==> config.mk <==
export PLATFORM = sky130hd
export DESIGN_NAME = serial_adder
export DESIGN_NICKNAME = d
export VERILOG_FILES = /design/src/rtl/serial_add_pkg.sv /design/src/rtl/full_add_cell.sv /design/src/rtl/serial_adder.sv
export SDC_FILE = /design/constraint.sdc
export NUM_CORES = 1
export LEC_CHECK = 0
export CAP_MARGIN = 25
export CORE_MARGIN = 2
export CORE_UTILIZATION = 25
export DETAILED_ROUTE_END_ITERATION = 8
export DONT_BUFFER_PORTS = 1
export SLEW_MARGIN = 15
export SYNTH_ARGS = -nofsm -noshare
export SYNTH_HDL_FRONTEND = slang
export SYNTH_SLANG_ARGS = --single-unit
==> constraint.sdc <==
create_clock -name clk -period 2.2 [get_ports clk]
set_input_delay 0.44 -clock clk [delete_from_list [all_inputs] [get_ports clk]]
set_output_delay 0.44 -clock clk [all_outputs]
set_load 0.02 [all_outputs]
==> src/rtl/serial_add_pkg.sv <==
// serial_add_pkg: shared FSM encoding and default width for the bit-serial adder.
package serial_add_pkg;
    typedef enum logic [1:0] {IDLE, SHIFT, DONE} state_t;
    localparam int W_DEF = 8;
endpackage

==> src/rtl/full_add_cell.sv <==
// full_add_cell: single-bit combinational full adder used as the serial slice.
module full_add_cell (
    input  logic x,
    input  logic y,
    input  logic ci,
    output logic s,
    output logic co
);
    assign s  = x ^ y ^ ci;
    assign co = (x & y) | (ci & (x ^ y));
endmodule

==> src/rtl/serial_adder.sv <==
// serial_adder: bit-serial LSB-first adder built from one full-adder cell and a carry flop.
// Define SERIAL_ADD_OVF_EN to add the signed-overflow output ovf.
module serial_adder
    import serial_add_pkg::*;
#(
    parameter int W = W_DEF
) (
    input  logic         clk,
    input  logic         rst_n,
    input  logic         start,
    input  logic [W-1:0] a,
    input  logic [W-1:0] b,
    input  logic         cin,
    output logic         busy,
    output logic         done,
    output logic [W-1:0] sum,
    output logic         cout
`ifdef SERIAL_ADD_OVF_EN
    ,
    output logic         ovf
`endif
);
    localparam int CW = $clog2(W);

    state_t         state_q, state_d;
    logic [W-1:0]   a_sh_q, a_sh_d, b_sh_q, b_sh_d, sum_q, sum_d;
    logic [CW-1:0]  cnt_q, cnt_d;
    logic           carry_q, carry_d, cout_q, cout_d;
    logic           s, c;
`ifdef SERIAL_ADD_OVF_EN
    logic           ovf_q, ovf_d;
`endif

    full_add_cell u_fa (
        .x (a_sh_q[0]),
        .y (b_sh_q[0]),
        .ci(carry_q),
        .s (s),
        .co(c)
    );

    always_ff @(posedge clk or negedge rst_n) begin
        if (!rst_n) begin
            state_q <= IDLE;
            a_sh_q  <= '0;
            b_sh_q  <= '0;
            sum_q   <= '0;
            cnt_q   <= '0;
            carry_q <= 1'b0;
            cout_q  <= 1'b0;
`ifdef SERIAL_ADD_OVF_EN
            ovf_q   <= 1'b0;
`endif
        end else begin
            state_q <= state_d;
            a_sh_q  <= a_sh_d;
            b_sh_q  <= b_sh_d;
            sum_q   <= sum_d;
            cnt_q   <= cnt_d;
            carry_q <= carry_d;
            cout_q  <= cout_d;
`ifdef SERIAL_ADD_OVF_EN
            ovf_q   <= ovf_d;
`endif
        end
    end

    always_comb begin
        state_d = state_q;
        a_sh_d  = a_sh_q;
        b_sh_d  = b_sh_q;
        sum_d   = sum_q;
        cnt_d   = cnt_q;
        carry_d = carry_q;
        cout_d  = cout_q;
`ifdef SERIAL_ADD_OVF_EN
        ovf_d   = ovf_q;
`endif
        case (state_q)
            IDLE: if (start) begin
                a_sh_d  = a;
                b_sh_d  = b;
                carry_d = cin;
                cnt_d   = '0;
                sum_d   = '0;
                cout_d  = 1'b0;
`ifdef SERIAL_ADD_OVF_EN
                ovf_d   = 1'b0;
`endif
                state_d = SHIFT;
            end
            SHIFT: begin
                a_sh_d  = a_sh_q >> 1;
                b_sh_d  = b_sh_q >> 1;
                sum_d   = {s, sum_q[W-1:1]};
                carry_d = c;
                cnt_d   = cnt_q + CW'(1);
                // carry_q here is the carry into the MSB on the last slice
                if (cnt_q == CW'(W - 1)) begin
                    cout_d  = c;
`ifdef SERIAL_ADD_OVF_EN
                    ovf_d   = carry_q ^ c;
`endif
                    state_d = DONE;
                end
            end
            DONE:    state_d = IDLE;
            default: state_d = IDLE;
        endcase
    end

    assign busy = state_q != IDLE;
    assign done = state_q == DONE;
    assign sum  = sum_q;
    assign cout = cout_q;
`ifdef SERIAL_ADD_OVF_EN
    assign ovf  = ovf_q;
`endif
endmodule

==> impl_metrics.xml, run 1 <==
<?xml version="1.0" encoding="UTF-8"?>
<metrics>
  <group name="routing">
    <metric name="detail_route.iter0.violations" unit="">57</metric>
    <metric name="ant_nets" unit="">0</metric>
    <metric name="routed_wire_length_per_instance" unit="um">16.1</metric>
    <metric name="route.detailed.vias_per_inst" unit="">5.05</metric>
    <metric name="drc" unit="">0</metric>
    <metric name="number_of_vias_after_detailed_routing" unit="">1101</metric>
    <metric name="drtPass1Iterations" unit="">4</metric>
    <metric name="postRouteWirelength" unit="mm">3.52</metric>
  </group>
  <group name="floorplanning">
    <metric name="core.rowCount" unit="">29</metric>
    <metric name="io_pins" unit="">31</metric>
    <metric name="core_area" unit="um2">6280</metric>
    <metric name="starting_density_of_the_core" unit="%">25.6</metric>
    <metric name="die_w" unit="um">84.2</metric>
    <metric name="die_area" unit="um2">7080</metric>
    <metric name="fp.dieH" unit="um">84.2</metric>
  </group>
  <group name="timing">
    <metric name="final_hold_viol_count" unit="">0</metric>
    <metric name="max-slew-margin-rel" unit="%">65.4</metric>
    <metric name="drv_slew" unit="">0</metric>
    <metric name="finalSetupTns" unit="ps">0</metric>
    <metric name="rsz0062_at_grt" unit="">no</metric>
    <metric name="finalCritPeriodShare" unit="%">80.8</metric>
    <metric name="hold_slack" unit="ps">276</metric>
    <metric name="period_needed" unit="ps">1780</metric>
    <metric name="setup_violations" unit="">0</metric>
    <metric name="maxClockFrequency" unit="GHz">0.562</metric>
    <metric name="fin_skew" unit="ps">6.02</metric>
    <metric name="worst-slew-pin-transition" unit="ps">518</metric>
  </group>
  <group name="cts">
    <metric name="worst_skew_pair.late_latency" unit="ps">290</metric>
    <metric name="clk_pin_slew_worst_paths" unit="ps">70</metric>
    <metric name="max-clock-path-buffers" unit="">2</metric>
    <metric name="numClockSinks" unit="">31</metric>
    <metric name="clock-root-buffer" unit="">sky130_fd_sc_hd__clkbuf_8</metric>
    <metric name="cts_tree" unit="">built</metric>
    <metric name="cts.htree.levels" unit="">2</metric>
    <metric name="ctsResizeCount" unit="">0</metric>
    <metric name="cts_made_buffers" unit="">5</metric>
    <metric name="cts.repair_timing.setup_buffer_count" unit="">0</metric>
  </group>
  <group name="worst_hold_path">
    <metric name="worst_hold_path_type" unit="">in2reg</metric>
    <metric name="worstHoldEndpoint" unit="">b_sh_q[7]</metric>
    <metric name="min-delay-start" unit="">b[7]</metric>
    <metric name="min_path_cells" unit="">2</metric>
  </group>
  <group name="power_and_ir_drop">
    <metric name="irDropWorstVdd" unit="mV">0.316</metric>
    <metric name="power_density" unit="nW/um2">1500</metric>
    <metric name="static-leakage-power" unit="nW">0.712</metric>
  </group>
  <group name="synthesis">
    <metric name="synthesis.nets" unit="">164</metric>
    <metric name="synth_edf_count" unit="">0</metric>
    <metric name="synth.top_cell.area_share" unit="%">48.3</metric>
    <metric name="synth_flop_cell" unit="">sky130_fd_sc_hd__dfrtp_1</metric>
    <metric name="syn_inst" unit="">141</metric>
    <metric name="post_synthesis_instance_area" unit="um2">1610</metric>
    <metric name="synth.distinct_cells" unit="">31</metric>
    <metric name="synth_largest_area_cell" unit="">sky130_fd_sc_hd__dfrtp_1</metric>
    <metric name="synthTopCellsByArea" unit="">sky130_fd_sc_hd__dfrtp_1, sky130_fd_sc_hd__nor3_1, sky130_fd_sc_hd__nor3_2, sky130_fd_sc_hd__o22ai_2, sky130_fd_sc_hd__a22o_1</metric>
    <metric name="portion_of_the_post_synthesis_area_used_by_sequential_elements" unit="%">48.3</metric>
    <metric name="synth_commonest_cells" unit="">sky130_fd_sc_hd__dfrtp_1, sky130_fd_sc_hd__nor3_1, sky130_fd_sc_hd__nor3_2</metric>
    <metric name="postSynth.asyncResetShare" unit="%">100</metric>
    <metric name="ys_ff_latch" unit="">31</metric>
    <metric name="syn_avg_cell_area" unit="um2">11.4</metric>
    <metric name="yosysWarnings" unit="">0</metric>
    <metric name="yosys.cell_count.top_type" unit="">sky130_fd_sc_hd__dfrtp_1</metric>
  </group>
  <group name="layout">
    <metric name="layout-area-overhead-vs-synth" unit="%">9.19</metric>
    <metric name="post_route_cells_drive_above_1_share" unit="%">26.2</metric>
    <metric name="finish.net_count" unit="">163</metric>
    <metric name="antenna_cells" unit="">0</metric>
    <metric name="final_core_utilization" unit="%">27.9</metric>
  </group>
  <group name="global_route">
    <metric name="grt_util_all_layers" unit="%">10.5</metric>
    <metric name="antenna_found_initial" unit="">0</metric>
    <metric name="global_route_wire_length_before_repair" unit="mm">5.96</metric>
    <metric name="grt_pass1_vias" unit="">1179</metric>
    <metric name="gr-total-overflow" unit="">0</metric>
    <metric name="grt_start_max_net_pins" unit="">32</metric>
  </group>
  <group name="placement">
    <metric name="dp_hpwl" unit="mm">2.43</metric>
    <metric name="gpl.final_weighted_congestion" unit="">0.695</metric>
    <metric name="io_buffers" unit="">0</metric>
  </group>
  <group name="worst_setup_path">
    <metric name="startpoint_of_the_worst_slack_reg_to_reg_timing_path" unit="">state_q[0]</metric>
    <metric name="worstRegToRegCells" unit="">4</metric>
    <metric name="crit-reg2reg-capture" unit="">carry_q</metric>
    <metric name="worst_ep_arrival_time" unit="ps">1340</metric>
    <metric name="critical_path_required" unit="ps">1760</metric>
    <metric name="setup_slack_of_the_most_critical_reg_to_reg_path" unit="ps">830</metric>
    <metric name="worst_setup_path_start_kind" unit="">register</metric>
    <metric name="endpoint_kind" unit="">primary output</metric>
    <metric name="worstPathMaxFanout" unit="">17</metric>
    <metric name="timing_worst_setup_path_type" unit="">reg2out</metric>
  </group>
  <group name="outcome">
    <metric name="status" unit="">complete, no violations</metric>
  </group>
  <group name="job">
    <metric name="cap_viol_max_count" unit="">0</metric>
  </group>
</metrics>
## worst max-delay path by stage
stage | slack [ps] | from | endpoint
floorplan | 760 | state_q[0] | done
global placement | 760 | state_q[0] | busy
detailed placement | 730 | state_q[0] | done
CTS | 400 | state_q[0] | done
global route | 380 | state_q[0] | done
finish | 420 | state_q[0] | done
## area by class of cell
class | count | area [um2]
clock buffers | 6 | 82.6
clock inverters | 2 | 35.0
fillers | 656 | 4520
inverters | 5 | 18.8
multi-input cells | 92 | 693
flip-flops and latches | 31 | 776
well taps | 77 | 96.3
repair buffers | 5 | 52.6
## placed cells by master (no fill, tap or decap), types with 2 or more instances in the layout
cell type and count:
sky130_fd_sc_hd__o22ai_1 7, sky130_fd_sc_hd__nor3_1 28, sky130_fd_sc_hd__o22ai_2 7, sky130_fd_sc_hd__a22o_1 9, sky130_fd_sc_hd__o21ai_1 4, sky130_fd_sc_hd__nand2_1 5, sky130_fd_sc_hd__a211oi_2 2, sky130_fd_sc_hd__o21ai_0 2
sky130_fd_sc_hd__buf_4 3, sky130_fd_sc_hd__clkbuf_8 6, sky130_fd_sc_hd__ha_1 2, sky130_fd_sc_hd__nor3_2 10, sky130_fd_sc_hd__inv_1 4, sky130_fd_sc_hd__dfrtp_1 31, sky130_fd_sc_hd__nand2b_4 2, sky130_fd_sc_hd__nor2_1 3
## cells by family (layout without fill, tap and decap cells)
kind of cell,Yosys count,in the layout,share of synthesized area (%)
simple gates,53,53,20.9
flops,31,31,48.3
fa+ha+maj,3,3,2.80
buf+inv,18,18,8.57
compound gates,36,36,19.5
## critical path, stage by stage (launching register included)
cell	delay, ps
sky130_fd_sc_hd__dfrtp_1	470
sky130_fd_sc_hd__buf_4	230
sky130_fd_sc_hd__nor2_1	350
## metal layers
metal  track usage [%]  vias up  wire length, um  share of wire (%)
met1              12.7      556             1520                 43
met3              5.01        3              285                8.1
li1                  -      522                -                  -
met4              3.96        0               38                1.1
met5                 0        -                0                  0
met2              16.3       20             1680                 48
## timing repair
item / CTS / global route
hold endpoints to repair: 31 / 0
setup endpoints to repair: 0 / 0
hold buffers: 2 / 0
## report_power, final
part           switching [W]  leakage [nW]  internal (W)
Clock               0.000221        0.0612      0.000366
Sequential          0.000327         0.378      0.000826
Combinational       0.000476         0.273      0.000416
## per-stage QoR
step	total power, W	std cells	setup slack [ps]	cell area (um2)
2_1_floorplan	0.00197	141	757	1610
3_5_place_dp	0.00205	208	730	1610
4_1_cts	0.00267	218	401	1750
5_1_grt	0.00282	218	381	1750
6_report	0.00263	218	421	1750
3_3_place_gp	0.00202	208	758	1610
## state kept, by name, indices dropped and copies added, names as in the netlist
signal   flops
a_sh_q       8
b_sh_q       8
sum          8
cnt_q        3
state_q      2
carry_q      1
cout         1
(Power assumes the default switching activity.)
==> run 2, diff against run 1 <==
clock period = 1.6 ns   (was 2.2 ns; I/O delays follow)
==> run 2 against run 1 <==
Final cell count grew 0.46%. Final area shrank 0.57%. Largest cell class unchanged. Routed wire length shrank 5.4%. Clock power grew 6.3%. Critical path type unchanged. Sequential power grew 37%. Core utilization shrank 0.16 points.
==> impl_metrics.xml, run 2 (synthesis results as in run 1) <==
<?xml version="1.0" encoding="UTF-8"?>
<metrics>
  <group name="cts">
    <metric name="clock-root-buffer" unit="">sky130_fd_sc_hd__clkbuf_8</metric>
    <metric name="worst_skew_pair.late_latency" unit="ps">280</metric>
    <metric name="numClockSinks" unit="">31</metric>
    <metric name="cts_made_buffers" unit="">5</metric>
    <metric name="clk_pin_slew_worst_paths" unit="ps">60</metric>
    <metric name="max-clock-path-buffers" unit="">2</metric>
    <metric name="cts.repair_timing.setup_buffer_count" unit="">0</metric>
    <metric name="cts_tree" unit="">built</metric>
    <metric name="cts.htree.levels" unit="">2</metric>
  </group>
  <group name="global_route">
    <metric name="grt_pass1_vias" unit="">1088</metric>
    <metric name="antenna_found_initial" unit="">0</metric>
    <metric name="gr-total-overflow" unit="">0</metric>
    <metric name="grt_start_max_net_pins" unit="">32</metric>
    <metric name="grt_util_all_layers" unit="%">10.3</metric>
    <metric name="global_route_wire_length_before_repair" unit="mm">5.64</metric>
  </group>
  <group name="placement">
    <metric name="io_buffers" unit="">0</metric>
    <metric name="placedCellCount" unit="">210</metric>
    <metric name="dp_hpwl" unit="mm">2.38</metric>
    <metric name="placement.setup.worst_slack" unit="ps">273</metric>
    <metric name="gpl.final_weighted_congestion" unit="">0.750</metric>
  </group>
  <group name="timing">
    <metric name="period_needed" unit="ps">1520</metric>
    <metric name="setup_violations" unit="">0</metric>
    <metric name="fin_skew" unit="ps">4.38</metric>
    <metric name="finalCritPeriodShare" unit="%">94.8</metric>
    <metric name="final_hold_viol_count" unit="">0</metric>
    <metric name="drv_slew" unit="">0</metric>
    <metric name="post-route-worst-setup-slack" unit="ps">83.8</metric>
    <metric name="finalSetupTns" unit="ps">0</metric>
    <metric name="max-slew-margin-rel" unit="%">65.7</metric>
    <metric name="rsz0062_at_grt" unit="">no</metric>
    <metric name="maxClockFrequency" unit="GHz">0.660</metric>
    <metric name="worst-slew-pin-transition" unit="ps">514</metric>
    <metric name="hold_slack" unit="ps">163</metric>
  </group>
  <group name="power_and_ir_drop">
    <metric name="p_int" unit="W">0.00206</metric>
    <metric name="power_frac_clock" unit="%">18.1</metric>
    <metric name="power.net_switching" unit="W">0.00138</metric>
    <metric name="pwr-share-seq" unit="%">45.9</metric>
    <metric name="static-leakage-power" unit="nW">0.708</metric>
    <metric name="irDropWorstVdd" unit="mV">0.374</metric>
    <metric name="power_density" unit="nW/um2">1970</metric>
    <metric name="power.switching_fraction" unit="%">40.0</metric>
    <metric name="comb_power_share" unit="%">36.0</metric>
  </group>
  <group name="routing">
    <metric name="routed_wire_length_per_instance" unit="um">15.2</metric>
    <metric name="postRouteWirelength" unit="mm">3.33</metric>
    <metric name="detail_route.iter0.violations" unit="">120</metric>
    <metric name="number_of_vias_after_detailed_routing" unit="">1065</metric>
    <metric name="drc" unit="">0</metric>
    <metric name="length_of_routed_wiring_on_met1" unit="mm">1.50</metric>
    <metric name="route.detailed.vias_per_inst" unit="">4.86</metric>
    <metric name="ant_nets" unit="">0</metric>
    <metric name="drtPass1Iterations" unit="">4</metric>
    <metric name="met3_length" unit="um">280</metric>
    <metric name="highest_layer" unit="">met4</metric>
    <metric name="dr_wl_met2" unit="mm">1.48</metric>
  </group>
  <group name="worst_setup_path">
    <metric name="critical_path.startpoint" unit="">state_q[0]</metric>
    <metric name="startpoint_of_the_worst_slack_reg_to_reg_timing_path" unit="">state_q[0]</metric>
    <metric name="worstSetupEndpoint" unit="">done</metric>
    <metric name="worst_setup_path_start_kind" unit="">register</metric>
    <metric name="worstPathMaxFanout" unit="">20</metric>
    <metric name="critical_path_required" unit="ps">1280</metric>
    <metric name="worstRegToRegCells" unit="">4</metric>
    <metric name="worst_ep_arrival_time" unit="ps">1200</metric>
    <metric name="timing_worst_setup_path_type" unit="">reg2out</metric>
    <metric name="setup_slack_of_the_most_critical_reg_to_reg_path" unit="ps">310</metric>
    <metric name="endpoint_kind" unit="">primary output</metric>
    <metric name="crit-reg2reg-capture" unit="">carry_q</metric>
  </group>
  <group name="layout">
    <metric name="ff_latch_area" unit="um2">777</metric>
    <metric name="finish.net_count" unit="">165</metric>
    <metric name="filler_cell_count" unit="">637</metric>
    <metric name="post_route_cells_drive_above_1_share" unit="%">27.5</metric>
    <metric name="multi_input_comb_area" unit="um2">693</metric>
    <metric name="layout.cells.non_filler" unit="">219</metric>
    <metric name="most-common-layout-cells" unit="">sky130_fd_sc_hd__dfrtp_1, sky130_fd_sc_hd__nor3_1, sky130_fd_sc_hd__nor3_2</metric>
    <metric name="antenna_cells" unit="">0</metric>
    <metric name="final_common_cell" unit="">sky130_fd_sc_hd__dfrtp_1</metric>
    <metric name="layout-area-overhead-vs-synth" unit="%">8.57</metric>
  </group>
  <group name="worst_hold_path">
    <metric name="worst_hold_path_type" unit="">in2reg</metric>
    <metric name="min_path_cells" unit="">2</metric>
  </group>
  <group name="floorplanning">
    <metric name="starting_density_of_the_core" unit="%">25.6</metric>
    <metric name="die_area" unit="um2">7080</metric>
    <metric name="core_area" unit="um2">6280</metric>
    <metric name="core.rowCount" unit="">29</metric>
    <metric name="fp.dieH" unit="um">84.2</metric>
    <metric name="die_w" unit="um">84.2</metric>
    <metric name="io_pins" unit="">31</metric>
  </group>
  <group name="outcome">
    <metric name="status" unit="">complete, no violations</metric>
  </group>
  <group name="job">
    <metric name="cap_viol_max_count" unit="">0</metric>
  </group>
</metrics>
==> run 2: power groups by stage <==
stage / logic [W] / registers [W] / clock network, W
global route: 0.00140 / 0.00163 / 0.000675
finish: 0.00124 / 0.00158 / 0.000624
global placement: 0.00121 / 0.00159 / 0
floorplan: 0.00122 / 0.00149 / 0
CTS: 0.00126 / 0.00159 / 0.000638
detailed placement: 0.00124 / 0.00160 / 0
==> run 2: timing repair <==
item | 4_1_cts | 5_1_grt
setup endpoints to repair | 1 | 1
hold endpoints to repair | 31 | 0
gates resized for setup | 1 | 1
hold buffers | 2 | 0
==> run 2: worst max-delay path, stage by stage (launching register included) <==
cell and delay, ps:
sky130_fd_sc_hd__dfrtp_1 470, sky130_fd_sc_hd__buf_6 220, sky130_fd_sc_hd__nor2_1 70, sky130_fd_sc_hd__buf_4 160
==> run 2: layout make-up <==
| class | count | area share, % |
|---|---|---|
| timing repair buffer | 7 | 4.09 |
| clock inverter | 1 | 0.287 |
| clock buffer | 6 | 4.73 |
| multi-input combinational | 92 | 39.7 |
| sequential | 31 | 44.5 |
| inverter | 5 | 1.08 |
| tap | 77 | 5.52 |
==> run 2: worst min path at each step <==
stage / start / endpoint / slack [ps]
3_3_place_gp: rst_n / cout / 30
6_report: a[7] / a_sh_q[7] / 160
5_1_grt: a[7] / a_sh_q[7] / 160
3_5_place_dp: rst_n / cnt_q[0] / 30
2_1_floorplan: rst_n / a_sh_q[0] / 20
4_1_cts: b[7] / b_sh_q[7] / 160
==> run 2: per-layer routing <==
layer | global-route usage (%) | vias up
li1 | - | 519
met1 | 13.3 | 517
met2 | 14.6 | 23
met3 | 5.01 | 6
met4 | 4.40 | 0
met5 | 0 | -
==> run 2: metrics by stage <==
step                      area, um2  total power [W]  util, %
after detailed placement       1620          0.00283     25.8
after global routing           1740          0.00371     27.8
after floorplan                1610          0.00271        -
after CTS                      1740          0.00348     27.7
after global placement         1620          0.00280     25.8
final                          1740          0.00344     27.8
==> run 3, diff against run 2 <==
CORE_UTILIZATION = 56   (was 25)
PLACE_DENSITY = 0.74   (was not set)
==> run 3 against run 2 <==
Die area is 53% lower. Routed wire length down 2.9%. Worst hold slack got worse by 70 ps. Sequential power is essentially flat. Global-route usage is 10 points higher. Highest routed layer unchanged. Non-clock buffer count grew 3. Largest power group unchanged. Register-to-register slack lost 190 ps. Sequential share of layout area grew 0.17 points. Clock skew increased by 17 ps. Via count rose by 4.8%. Power rose by 4.2%.
==> impl_metrics.xml, run 3 (synthesis results as in run 1) <==
<?xml version="1.0" encoding="UTF-8"?>
<metrics>
  <group name="outcome">
    <metric name="status" unit="">complete, no violations</metric>
  </group>
  <group name="worst_setup_path">
    <metric name="worst_setup_path_start_kind" unit="">register</metric>
    <metric name="cpMaxStageDelayCell" unit="">sky130_fd_sc_hd__dfrtp_2</metric>
    <metric name="worstPathMaxFanout" unit="">4</metric>
    <metric name="timing_worst_setup_path_type" unit="">reg2out</metric>
    <metric name="worst_ep_arrival_time" unit="ps">1220</metric>
    <metric name="path_cells" unit="">buf_4 &gt; or2_4</metric>
    <metric name="endpoint_kind" unit="">primary output</metric>
    <metric name="worstRegToRegCells" unit="">5</metric>
    <metric name="slowest_delay" unit="ps">460</metric>
    <metric name="critical_path_required" unit="ps">1280</metric>
  </group>
  <group name="floorplanning">
    <metric name="fp.dieH" unit="um">57.6</metric>
    <metric name="core.rowCount" unit="">19</metric>
    <metric name="io_pins" unit="">31</metric>
    <metric name="die_area" unit="um2">3310</metric>
    <metric name="die_w" unit="um">57.6</metric>
    <metric name="core_area" unit="um2">2730</metric>
    <metric name="starting_density_of_the_core" unit="%">58.8</metric>
  </group>
  <group name="power_and_ir_drop">
    <metric name="static-leakage-power" unit="nW">0.737</metric>
    <metric name="irDropWorstVdd" unit="mV">1.35</metric>
    <metric name="power_density" unit="nW/um2">2060</metric>
    <metric name="fin_total_pwr" unit="W">0.00358</metric>
  </group>
  <group name="global_route">
    <metric name="grt_pass1_vias" unit="">1111</metric>
    <metric name="grt_util_all_layers" unit="%">20.7</metric>
    <metric name="grt_start_max_net_pins" unit="">33</metric>
    <metric name="global_route_wire_length_before_repair" unit="mm">5.12</metric>
    <metric name="gr-total-overflow" unit="">0</metric>
    <metric name="antenna_found_initial" unit="">0</metric>
  </group>
  <group name="timing">
    <metric name="setup_violations" unit="">0</metric>
    <metric name="fin_skew" unit="ps">20.9</metric>
    <metric name="period_needed" unit="ps">1540</metric>
    <metric name="finalCritPeriodShare" unit="%">96.6</metric>
    <metric name="maxClockFrequency" unit="GHz">0.647</metric>
    <metric name="post-route-worst-setup-slack" unit="ps">55.1</metric>
    <metric name="final_hold_viol_count" unit="">0</metric>
    <metric name="worst-slew-pin-transition" unit="ps">503</metric>
    <metric name="max-slew-margin-rel" unit="%">66.5</metric>
    <metric name="drv_slew" unit="">0</metric>
  </group>
  <group name="routing">
    <metric name="drc" unit="">0</metric>
    <metric name="drtPass1Iterations" unit="">4</metric>
    <metric name="postRouteWirelength" unit="mm">3.23</metric>
    <metric name="routed_wire_length_per_instance" unit="um">18.2</metric>
    <metric name="ant_nets" unit="">0</metric>
    <metric name="detail_route.iter0.violations" unit="">15</metric>
    <metric name="number_of_vias_after_detailed_routing" unit="">1116</metric>
    <metric name="route.detailed.vias_per_inst" unit="">6.31</metric>
  </group>
  <group name="cts">
    <metric name="max-clock-path-buffers" unit="">2</metric>
    <metric name="cts_tree" unit="">built</metric>
    <metric name="cts.htree.levels" unit="">2</metric>
    <metric name="cts_made_buffers" unit="">5</metric>
    <metric name="worst_skew_pair.late_latency" unit="ps">350</metric>
    <metric name="clk_pin_slew_worst_paths" unit="ps">100</metric>
    <metric name="numClockSinks" unit="">31</metric>
    <metric name="clock-root-buffer" unit="">sky130_fd_sc_hd__clkbuf_4</metric>
  </group>
  <group name="placement">
    <metric name="placement.setup.worst_slack" unit="ps">268</metric>
    <metric name="dp_hpwl" unit="mm">2.07</metric>
    <metric name="io_buffers" unit="">0</metric>
    <metric name="area_after_dpl" unit="um2">1560</metric>
    <metric name="gpl.final_weighted_congestion" unit="">0.787</metric>
    <metric name="placedCellCount" unit="">162</metric>
  </group>
  <group name="worst_hold_path">
    <metric name="worst_hold_path_type" unit="">in2reg</metric>
    <metric name="min_path_cells" unit="">2</metric>
  </group>
  <group name="layout">
    <metric name="post_route_cells_drive_above_1_share" unit="%">30.8</metric>
    <metric name="layout.cells.non_filler" unit="">177</metric>
    <metric name="final_cell_area" unit="um2">1740</metric>
    <metric name="layout-area-overhead-vs-synth" unit="%">8.33</metric>
    <metric name="most-common-layout-cells" unit="">sky130_fd_sc_hd__dfrtp_1, sky130_fd_sc_hd__nor3_1, sky130_fd_sc_hd__nor3_2</metric>
    <metric name="ff_latch_area" unit="um2">778</metric>
    <metric name="final_common_cell" unit="">sky130_fd_sc_hd__dfrtp_1</metric>
    <metric name="finish.net_count" unit="">168</metric>
    <metric name="final_core_utilization" unit="%">63.7</metric>
    <metric name="filler_cell_count" unit="">221</metric>
    <metric name="multi_input_comb_area" unit="um2">696</metric>
    <metric name="antenna_cells" unit="">0</metric>
  </group>
  <group name="job">
    <metric name="cap_viol_max_count" unit="">0</metric>
  </group>
</metrics>
run 3: worst paths after layout:
| kind | from | end | slack [ps] |
|---|---|---|---|
| max | state_q[0] | busy | 60 |
| min | b[7] | b_sh_q[7] | 90 |
| max reg2reg | state_q[0] | cout | 120 |
| min reg2reg | cnt_q[0] | cnt_q[0] | 490 |
| max in group asynchronous | rst_n | b_sh_q[3] | 1010 |
| min in group asynchronous | rst_n | a_sh_q[1] | 410 |
run 3: per-stage QoR:
stage | TNS [ps] | hold slack [ps]
global route | -2.09 | 94.1
finish | 0 | 93.1
global placement | 0 | 25.4
CTS | 0 | 87.1
detailed placement | 0 | 25.2
floorplan | 0 | 24.4
run 3: metal layers:
metal / up-vias / wire length [um] / global-route usage (%)
li1: 531 / - / -
met2: 29 / 1600 / 34.6
met1: 549 / 1410 / 23.8
met5: - / 0 / 0
met4: 0 / 60 / 8.31
met3: 7 / 161 / 8.16
run 3: layout make-up:
cell class | count | area share [%]
Clock buffer | 6 | 2.95
Clock inverter | 2 | 2.01
Inverter | 5 | 1.22
Multi-Input combinational cell | 92 | 40.0
Sequential cell | 31 | 44.7
Tap cell | 31 | 2.23
Timing Repair Buffer | 10 | 6.90
run 3: what timing repair did:
item | 4_1_cts | 5_1_grt
buffers inserted | 2 | 2
hold endpoints to repair | 31 | 0
hold buffers | 2 | 0
gates cloned | 0 | 1
setup endpoints to repair | 1 | 1
resized for setup | 2 | 2
run 3: worst max-delay path: cells and delay by family (launching register included):
kind / cells / cell delay [ps]
buf+inv: 1 / 150
flops: 1 / 460
simple gates: 1 / 270
run 3: power breakdown:
group | leakage [nW] | total [W] | internal, W | switching, W
Clock | 0.0482 | 0.000656 | 0.000369 | 0.000287
Combinational | 0.313 | 0.00135 | 0.000665 | 0.000688
Sequential | 0.376 | 0.00158 | 0.00114 | 0.000439
